**src/rtl/div_sign_ctrl.sv**
```systemverilog
// Signed/unsigned DIV/REM front-end and back-end around an unsigned iterative divider.
// Handles divide-by-zero and signed overflow locally and guards the divider with a watchdog.
module div_sign_ctrl #(
   parameter int unsigned XLEN    = 32,
   parameter int unsigned TAG_W   = 4,
   parameter int unsigned TMO_CYC = 64
) (
   input  logic             clk,
   input  logic             rst_n,
   input  logic             in_vld,
   output logic             in_rdy,
   input  logic [1:0]       in_op,
   input  logic [XLEN-1:0]  in_a,
   input  logic [XLEN-1:0]  in_b,
   input  logic [TAG_W-1:0] in_tag,
   output logic             div_vld,
   output logic [XLEN-1:0]  div_a,
   output logic [XLEN-1:0]  div_b,
   input  logic             div_ack,
   input  logic [XLEN-1:0]  div_quo,
   input  logic [XLEN-1:0]  div_rem,
   output logic             out_vld,
   input  logic             out_rdy,
   output logic [XLEN-1:0]  out_res,
   output logic [TAG_W-1:0] out_tag,
   output logic             out_dz,
   output logic             out_ovf,
   output logic             out_err
);

   localparam int unsigned CntW = $clog2(TMO_CYC + 1);
   localparam logic [XLEN-1:0] Zero   = '0;
   localparam logic [XLEN-1:0] IntMin = {1'b1, {(XLEN-1){1'b0}}};
   localparam logic [CntW-1:0] CntLast = CntW'(TMO_CYC - 1);

   typedef enum logic [1:0] {StIdle, StIssue, StWait, StOut} state_e;

   state_e            state_q;
   logic [CntW-1:0]   cnt_q;
   logic [TAG_W-1:0]  tag_q;
   logic              is_rem_q;
   logic              sa_q;
   logic              sb_q;

   // Request decode
   logic              in_signed;
   logic              in_sa;
   logic              in_sb;
   logic [XLEN-1:0]   in_mag_a;
   logic [XLEN-1:0]   in_mag_b;
   logic              in_dz;
   logic              in_ovf;
   logic [XLEN-1:0]   in_fixed_res;

   always_comb begin
      in_signed = ~in_op[0];
      in_sa     = in_signed & in_a[XLEN-1];
      in_sb     = in_signed & in_b[XLEN-1];
      // Negating -2^(XLEN-1) wraps to itself, which is the correct unsigned magnitude.
      in_mag_a  = in_sa ? (Zero - in_a) : in_a;
      in_mag_b  = in_sb ? (Zero - in_b) : in_b;
      in_dz     = (in_b == Zero);
      in_ovf    = in_signed & (in_a == IntMin) & (in_b == '1);
      if (in_op[1]) begin
         in_fixed_res = in_dz ? in_a : Zero;
      end else begin
         in_fixed_res = in_dz ? '1 : IntMin;
      end
   end

   // Sign restore: quotient takes sa^sb, remainder takes the dividend sign.
   logic [XLEN-1:0] quo_fix;
   logic [XLEN-1:0] rem_fix;
   logic [XLEN-1:0] ack_res;

   always_comb begin
      quo_fix = (sa_q ^ sb_q) ? (Zero - div_quo) : div_quo;
      rem_fix = sa_q ? (Zero - div_rem) : div_rem;
      ack_res = is_rem_q ? rem_fix : quo_fix;
   end

   always_ff @(posedge clk) begin
      if (rst_n) begin
         state_q  <= StIdle;
         cnt_q    <= '0;
         tag_q    <= '0;
         is_rem_q <= 1'b0;
         sa_q     <= 1'b0;
         sb_q     <= 1'b0;
         in_rdy   <= 1'b1;
         div_vld  <= 1'b0;
         div_a    <= '0;
         div_b    <= '0;
         out_vld  <= 1'b0;
         out_res  <= '0;
         out_tag  <= '0;
         out_dz   <= 1'b0;
         out_ovf  <= 1'b0;
         out_err  <= 1'b0;
      end else begin
         unique case (state_q)
            StIdle: begin
               if (in_vld && in_rdy) begin
                  in_rdy   <= 1'b0;
                  tag_q    <= in_tag;
                  is_rem_q <= in_op[1];
                  sa_q     <= in_sa;
                  sb_q     <= in_sb;
                  div_a    <= in_mag_a;
                  div_b    <= in_mag_b;
                  if (in_dz || in_ovf) begin
                     out_vld <= 1'b1;
                     out_res <= in_fixed_res;
                     out_tag <= in_tag;
                     out_dz  <= in_dz;
                     out_ovf <= in_ovf;
                     out_err <= 1'b0;
                     state_q <= StOut;
                  end else begin
                     div_vld <= 1'b1;
                     state_q <= StIssue;
                  end
               end
            end
            StIssue: begin
               div_vld <= 1'b0;
               cnt_q   <= '0;
               state_q <= StWait;
            end
            StWait: begin
               if (div_ack) begin
                  out_vld <= 1'b1;
                  out_res <= ack_res;
                  out_tag <= tag_q;
                  out_dz  <= 1'b0;
                  out_ovf <= 1'b0;
                  out_err <= 1'b0;
                  state_q <= StOut;
               end else if (cnt_q == CntLast) begin
                  out_vld <= 1'b1;
                  out_res <= '0;
                  out_tag <= tag_q;
                  out_dz  <= 1'b0;
                  out_ovf <= 1'b0;
                  out_err <= 1'b1;
                  state_q <= StOut;
               end else begin
                  cnt_q <= cnt_q + 1'b1;
               end
            end
            StOut: begin
               if (out_rdy) begin
                  out_vld <= 1'b0;
                  in_rdy  <= 1'b1;
                  state_q <= StIdle;
               end
            end
            default: begin
               state_q <= StIdle;
            end
         endcase
      end
   end

endmodule

```
**config.mk**
```make
export PLATFORM = sky130hd
export DESIGN_NAME = div_sign_ctrl
export DESIGN_NICKNAME = d
export VERILOG_FILES = /design/src/rtl/div_sign_ctrl.sv
export SDC_FILE = /design/constraint.sdc
export NUM_CORES = 1
export LEC_CHECK = 0
export ABC_AREA = 1
export BUFFER_PORTS_ARGS = -buffer_cell sky130_fd_sc_hd__clkbuf_2
export CAP_MARGIN = 15
export CORE_ASPECT_RATIO = 2
export CORE_MARGIN = 2
export CORE_UTILIZATION = 50
export DETAILED_ROUTE_END_ITERATION = 10
export PLACE_DENSITY = 0.78
export SLEW_MARGIN = 10
export SYNTH_ARGS = -nofsm -noshare
export SYNTH_HDL_FRONTEND = slang
export SYNTH_SLANG_ARGS = --single-unit
```
**constraint.sdc**
```tcl
create_clock -name clk -period 5.2 [get_ports clk]
set_input_delay 0.26 -clock clk [delete_from_list [all_inputs] [get_ports clk]]
set_output_delay 0.26 -clock clk [all_outputs]
set_load 0.005 [all_outputs]
```
==> results.toml, run 1 <==
[global_route]
grt_pass1_vias = 11180
antenna_found_initial = 0
grt_max_degree = 123
grt_pass1_wl_um = 57880
grt_usage = 0.3877
overflow = 0

[critical_path]
crit_arrival_ps = 3410
cp_slowest_cell = "nand3_4"
critPathTopFamily = "buffers and inverters"
path_max_fanout = 59
r2r_cells = 11
path_depth = 11
crit_path_max_incr_delay_ps = 510
required_ps = 5550
crit_buf_inv = 4
crit_type = "reg2reg"
crit_path_start_kind = "flop"
path_cells = "inv_1 -> ha_1 -> inv_1 -> nor2_1 -> o21ai_1 -> o21ai_0 -> inv_2 -> nand3_4 -> inv_2 -> nand2_1 -> a21oi_1"
endpoint_kind = "flop"

[clocking]
hold_buffers = 0
cts_made_buffers = 17
cts_max_level = 4
cts_root_buffer = "clkbuf_16"
insertion_delay_ps = 430
cts_sinks = 122
ctsLongestPathBuffers = 2
ctsResizeCount = 0
path_clk_slew_ps = 60
cts_tree = "done"
cts_setup_buffers = 0

[timing]
max-slew-margin-rel = 0.2601
fmax_mhz = 327.4
fin_crit_sh = 0.5874
worst_pin_slew_ps = 1098
tns_ps = 0
whs_ps = 96.48
fin_skew_ps = 9.523
report.final.slew_viol_count = 0
hold_violations = 0
rsz0062_at_grt = "false"
period_minus_slack_ps = 3054
setup_violations = 0

[hold_path]
min_path_type = "in2reg"
hold-path-cell-count = 3

[power_and_ir_drop]
seqPwrFrac = 0.287
p_int_w = 0.002964
p_clk_frac = 0.264
ir_drop_mv = 0.3343
p_per_area_nw_per_um2 = 455.6
combPwrFrac = 0.449
power_switching_w = 0.002161
switching_share = 0.4217
power_leakage_nw = 5.701

[floorplan]
start_util = 0.5087
ioPinCount = 245
die_w_um = 100.5
core_um2 = 18310
dieArea_um2 = 19800
die_h_um = 197.0
num_rows = 70

[outcome]
status = "finished clean"

[finish]
final_cell_mix = "419 x nand2_1, 265 x nor2_1, 244 x clkbuf_2"
drive_above_1_share = 0.1667
layout_commonest_cell = "nand2_1"
finalInstanceArea_um2 = 11250
antennaDiodeCount = 0
nets = 1978
area_delta_synth_final_pct = 20.81

[synth]
syn_inst = 1624
synth_nets = 1773
syn_area_per_cell_um2 = 5.734
ys_types = 42
ys_seq_area_frac = 0.2623
syn_area_um2 = 9311
ys_ff_latch = 122
yosysWarnings = 0

[placement]
placed_area_um2 = 10580
place_hpwl_um = 30610
portBuffers = 244
place_congestion = 1.024

[detailed_routing]
drt_wl_total_um = 38330
drc = 0
routed_via_density = 5.580
drtIter0Drc = 722
drtAntennaViolNets = 0
vias = 11480
firstDrtPassIters = 5
wire_per_inst_um = 18.62

[job]
cap_violations = 0
per-stage QoR:
stage               power, W  setup slack (ps)  cells  utilization
floorplan           0.002895              3250   1624            -
global placement    0.003714              2333   2026       0.5782
detailed placement  0.003747              2202   2026       0.5782
CTS                 0.005103              2195   2058       0.6146
global route        0.005455              1858   2058       0.6146
finish              0.005126              2146   2058       0.6146
cell type report:
| type | instances | area (um^2) |
|---|---|---|
| clock inverter | 12 | 219.0 |
| timing repair buffer | 252 | 1281 |
| fill | 1891 | 7056 |
| tap | 216 | 270.3 |
| multi-input combinational | 1240 | 5854 |
| clock buffer | 20 | 446.7 |
| sequential | 122 | 2442 |
| inverter | 196 | 735.7 |
Yosys cell counts, drive strengths merged:
library cell  count  share of area
xnor2             9         0.0085
nand3b           12         0.0097
o2111ai           1        0.00094
nand4            32          0.022
nor3             12         0.0065
o21a              8         0.0065
a41oi             1        0.00094
nand3           151          0.084
xor2             30          0.028
nor3b             2         0.0016
clkbuf           46          0.019
nand2           419           0.17
ha               10          0.013
o21ai           142          0.076
or2               7         0.0047
o21bai            8         0.0065
nor2            274           0.11
buf              20          0.012
o221ai            9         0.0085
dfxtp           122           0.26
o211ai            8         0.0065
clkinv            1        0.00040
mux2i             3         0.0032
a211oi            1        0.00081
nor4              2         0.0013
a31oi             2         0.0013
o31ai             3         0.0024
and3              1        0.00067
inv             195          0.079
and2              1        0.00067
a21oi            91          0.049
a21boi            1        0.00081
power by group through the flow:
stage	clock network, W	logic (W)	registers [W]
after global routing	0.00139	0.00257	0.00149
final	0.00135	0.00230	0.00147
after floorplan	0	0.00146	0.00144
after detailed placement	0	0.00226	0.00148
after CTS	0.00136	0.00228	0.00147
after global placement	0	0.00223	0.00148
path summary, 6_finish.rpt:
path	start	endpoint	slack [ps]
setup / recovery	state_q[0]	out_res[2]	2150
hold / removal	in_tag[2]	tag_q[2]	100
setup reg to reg	state_q[0]	out_res[2]	2150
hold reg to reg	out_vld	out_vld	460
flip-flops by register name, indices dropped and copies added, names as in the netlist:
register / cells
out_res: 32
div_b: 32
in_rdy: 1
div_vld: 1
out_dz: 1
tag_q: 4
state_q: 2
out_tag: 4
sb_q: 1
out_vld: 1
out_err: 1
sa_q: 1
cnt_q: 7
out_ovf: 1
div_a: 32
is_rem_q: 1
cell families (layout without fill, tap and decap cells):
logic type / Yosys count / in the layout / synth area share
compound gates: 275 / 275 / 0.1603
fa+ha+maj: 10 / 10 / 0.01344
flops: 122 / 122 / 0.2623
buf+inv: 262 / 480 / 0.1095
simple gates: 913 / 913 / 0.4145
mux: 3 / 3 / 0.003225
xor+xnor: 39 / 39 / 0.03668
routing by layer:
layer / wire, um / global-route usage / vias to the layer above
met4: 4346 / 0.3917 / 0
met2: 19650 / 0.6890 / 487
met5: 0 / 0 / -
met3: 2274 / 0.08333 / 192
li1: - / - / 5644
met1: 12060 / 0.3400 / 5161
worst min-delay path: cells and delay by family:
kind          cells  cell delay (ps)
simple gates      2              130
buf+inv           1              100
Note: power is estimated with default switching activity, not from simulation.
==> run 2, diff against run 1 <==
- clock period: 5.2 -> 3.15 ns (I/O delays scaled with it)
==> run 2 against run 1 <==
Compared with the run above: die area is the same; cell area grew 0.65%; maximum frequency grew 19%; clock power grew 57%; combinational power grew 70%; hold slack lost 64 ps; critical path depth grew 1; first-iteration DRC count shrank 15%; non-clock buffer count grew 10; global-route usage shrank 1.6 points; sequential share of layout area shrank 0.14 points; power grew 65%; critical endpoint is now out_res[9].
==> results.toml, run 2 (synthesis gave the netlist of run 1 again) <==
[finish]
layout_commonest_cell = "nand2_1"
finalInstanceArea_um2 = 11320
drive_above_1_share = 0.1686
nets = 1988
reg_top3 = "div_a (32), div_b (32), out_res (32)"
final_cell_mix = "419 x nand2_1, 265 x nor2_1, 244 x clkbuf_2"
area_delta_synth_final_pct = 21.59
fillers = 1875
antennaDiodeCount = 0

[job]
cap_violations = 0

[critical_path]
path_cells = "inv_1 -> ha_1 -> inv_1 -> nor2_1 -> o21ai_1 -> o21ai_0 -> inv_2 -> nand3_4 -> buf_4 -> nand2_1 -> nand2_1 -> nor2_1"
ff2ff_setup_slack_ps = 580
endpoint_kind = "flop"
crit_buf_inv = 4
path_max_fanout = 34
timing.rr.start = "state_q[0]"
crit_arrival_ps = 2880
crit_path_max_incr_delay_ps = 430
critPathTopFamily = "buffers and inverters"
r2r_cells = 12
crit_path_start_kind = "flop"
regToRegEndpoint = "out_res[9]"
required_ps = 3460
crit_type = "reg2reg"
cp_slowest_cell = "ha_1"

[global_route]
grt_pass1_wl_um = 56340
overflow = 0
grt_usage = 0.3717
antenna_found_initial = 0
grt_pass1_vias = 11230
grt_max_degree = 127

[power_and_ir_drop]
switching_share = 0.4260
p_clk_frac = 0.251
power_switching_w = 0.003604
power_leakage_nw = 5.747
p_per_area_nw_per_um2 = 747.4
power_w = 0.008462
seqPwrFrac = 0.286
p_int_w = 0.004857
ir_drop_mv = 0.5145
combPwrFrac = 0.463

[timing]
tns_ps = 0
fmax_mhz = 389.9
fin_crit_sh = 0.8143
worst_pin_slew_ps = 1173
period_minus_slack_ps = 2565
setup_ws_ps = 584.9
rsz0062_at_grt = "false"
max-slew-margin-rel = 0.2097
setup_violations = 0
hold_violations = 0
fin_skew_ps = 7.504
report.final.slew_viol_count = 0
whs_ps = 32.06

[clocking]
cts_max_level = 4
cts_tree = "done"
path_clk_slew_ps = 50
ctsLongestPathBuffers = 2
cts_sinks = 122
insertion_delay_ps = 420
cts_setup_buffers = 0
cts_made_buffers = 17
cts_root_buffer = "clkbuf_16"

[hold_path]
min_to = "div_b[0]"
holdCritStartpoint = "in_b[0]"
hold-path-cell-count = 3
min_path_type = "in2reg"

[placement]
post-place-ws_ps = 626.8
portBuffers = 244
place_congestion = 1.034
place_hpwl_um = 28330
placed_area_um2 = 10660

[detailed_routing]
routed_via_density = 5.561
firstDrtPassIters = 7
drc = 0
drtAntennaViolNets = 0
wire_per_inst_um = 17.63
drtIter0Drc = 615
drt_wl_total_um = 36420
vias = 11490

[floorplan]
num_rows = 70
die_w_um = 100.5
start_util = 0.5087
ioPinCount = 245
die_h_um = 197.0
core_um2 = 18310
dieArea_um2 = 19800

[outcome]
status = "finished clean"
==> run 2: cell type report <==
type / instances / area [um^2] / area share
inverter: 196 / 735.7 / 0.06498
timing repair buffer: 262 / 1389 / 0.1227
tap: 216 / 270.3 / 0.02387
sequential: 122 / 2442 / 0.2157
multi-input combinational: 1240 / 5854 / 0.5171
clock inverter: 9 / 170.2 / 0.01503
clock buffer: 21 / 460.4 / 0.04067
==> run 2: power by group through the flow <==
| stage | registers [W] | logic (W) | clock network (W) |
|---|---|---|---|
| 2_1_floorplan | 0.00238 | 0.00240 | 0 |
| 3_5_place_dp | 0.00244 | 0.00380 | 0 |
| 6_report | 0.00242 | 0.00392 | 0.00212 |
| 5_1_grt | 0.00247 | 0.00440 | 0.00220 |
| 3_3_place_gp | 0.00242 | 0.00373 | 0 |
| 4_1_cts | 0.00241 | 0.00383 | 0.00215 |
==> run 2: worst register-to-register path, cell delays in order (launching register included) <==
cell and delay (ps):
dfxtp_1 320, inv_1 100, ha_1 430, inv_1 110
nor2_1 140, o21ai_1 130, o21ai_0 160, inv_2 150
nand3_4 290, buf_4 380, nand2_1 120, nand2_1 80
nor2_1 50
==> run 2: metal layers <==
layer	share of wire	wire, um	global-route usage	vias to the layer above
met5	0	0	0	-
met4	0.11	3986	0.3450	0
met3	0.069	2498	0.09220	197
met2	0.50	18280	0.6605	498
met1	0.32	11650	0.3319	5121
li1	-	-	-	5672
==> run 2: stage by stage <==
| stage | std cells | util |
|---|---|---|
| 6_report | 2066 | 0.6185 |
| 3_3_place_gp | 2033 | 0.5824 |
| 5_1_grt | 2066 | 0.6185 |
| 3_5_place_dp | 2033 | 0.5824 |
| 2_1_floorplan | 1624 | - |
| 4_1_cts | 2066 | 0.6185 |
==> run 2: what timing repair did <==
action / CTS / global route
endpoints found under the hold margin: 3 / 0
gates resized for setup: 0 / 0
hold buffers: 3 / 0
==> run 2: how the worst max path moves through the flow <==
stage | cells after the start | startpoint | to | slack (ps)
floorplan | 13 | state_q[0] | out_res[10] | 1200
global placement | 12 | state_q[0] | out_res[30] | 720
detailed placement | 12 | state_q[0] | out_res[9] | 630
CTS | 12 | state_q[0] | out_res[9] | 610
global route | 12 | state_q[0] | out_res[6] | 350
finish | 12 | state_q[0] | out_res[9] | 580
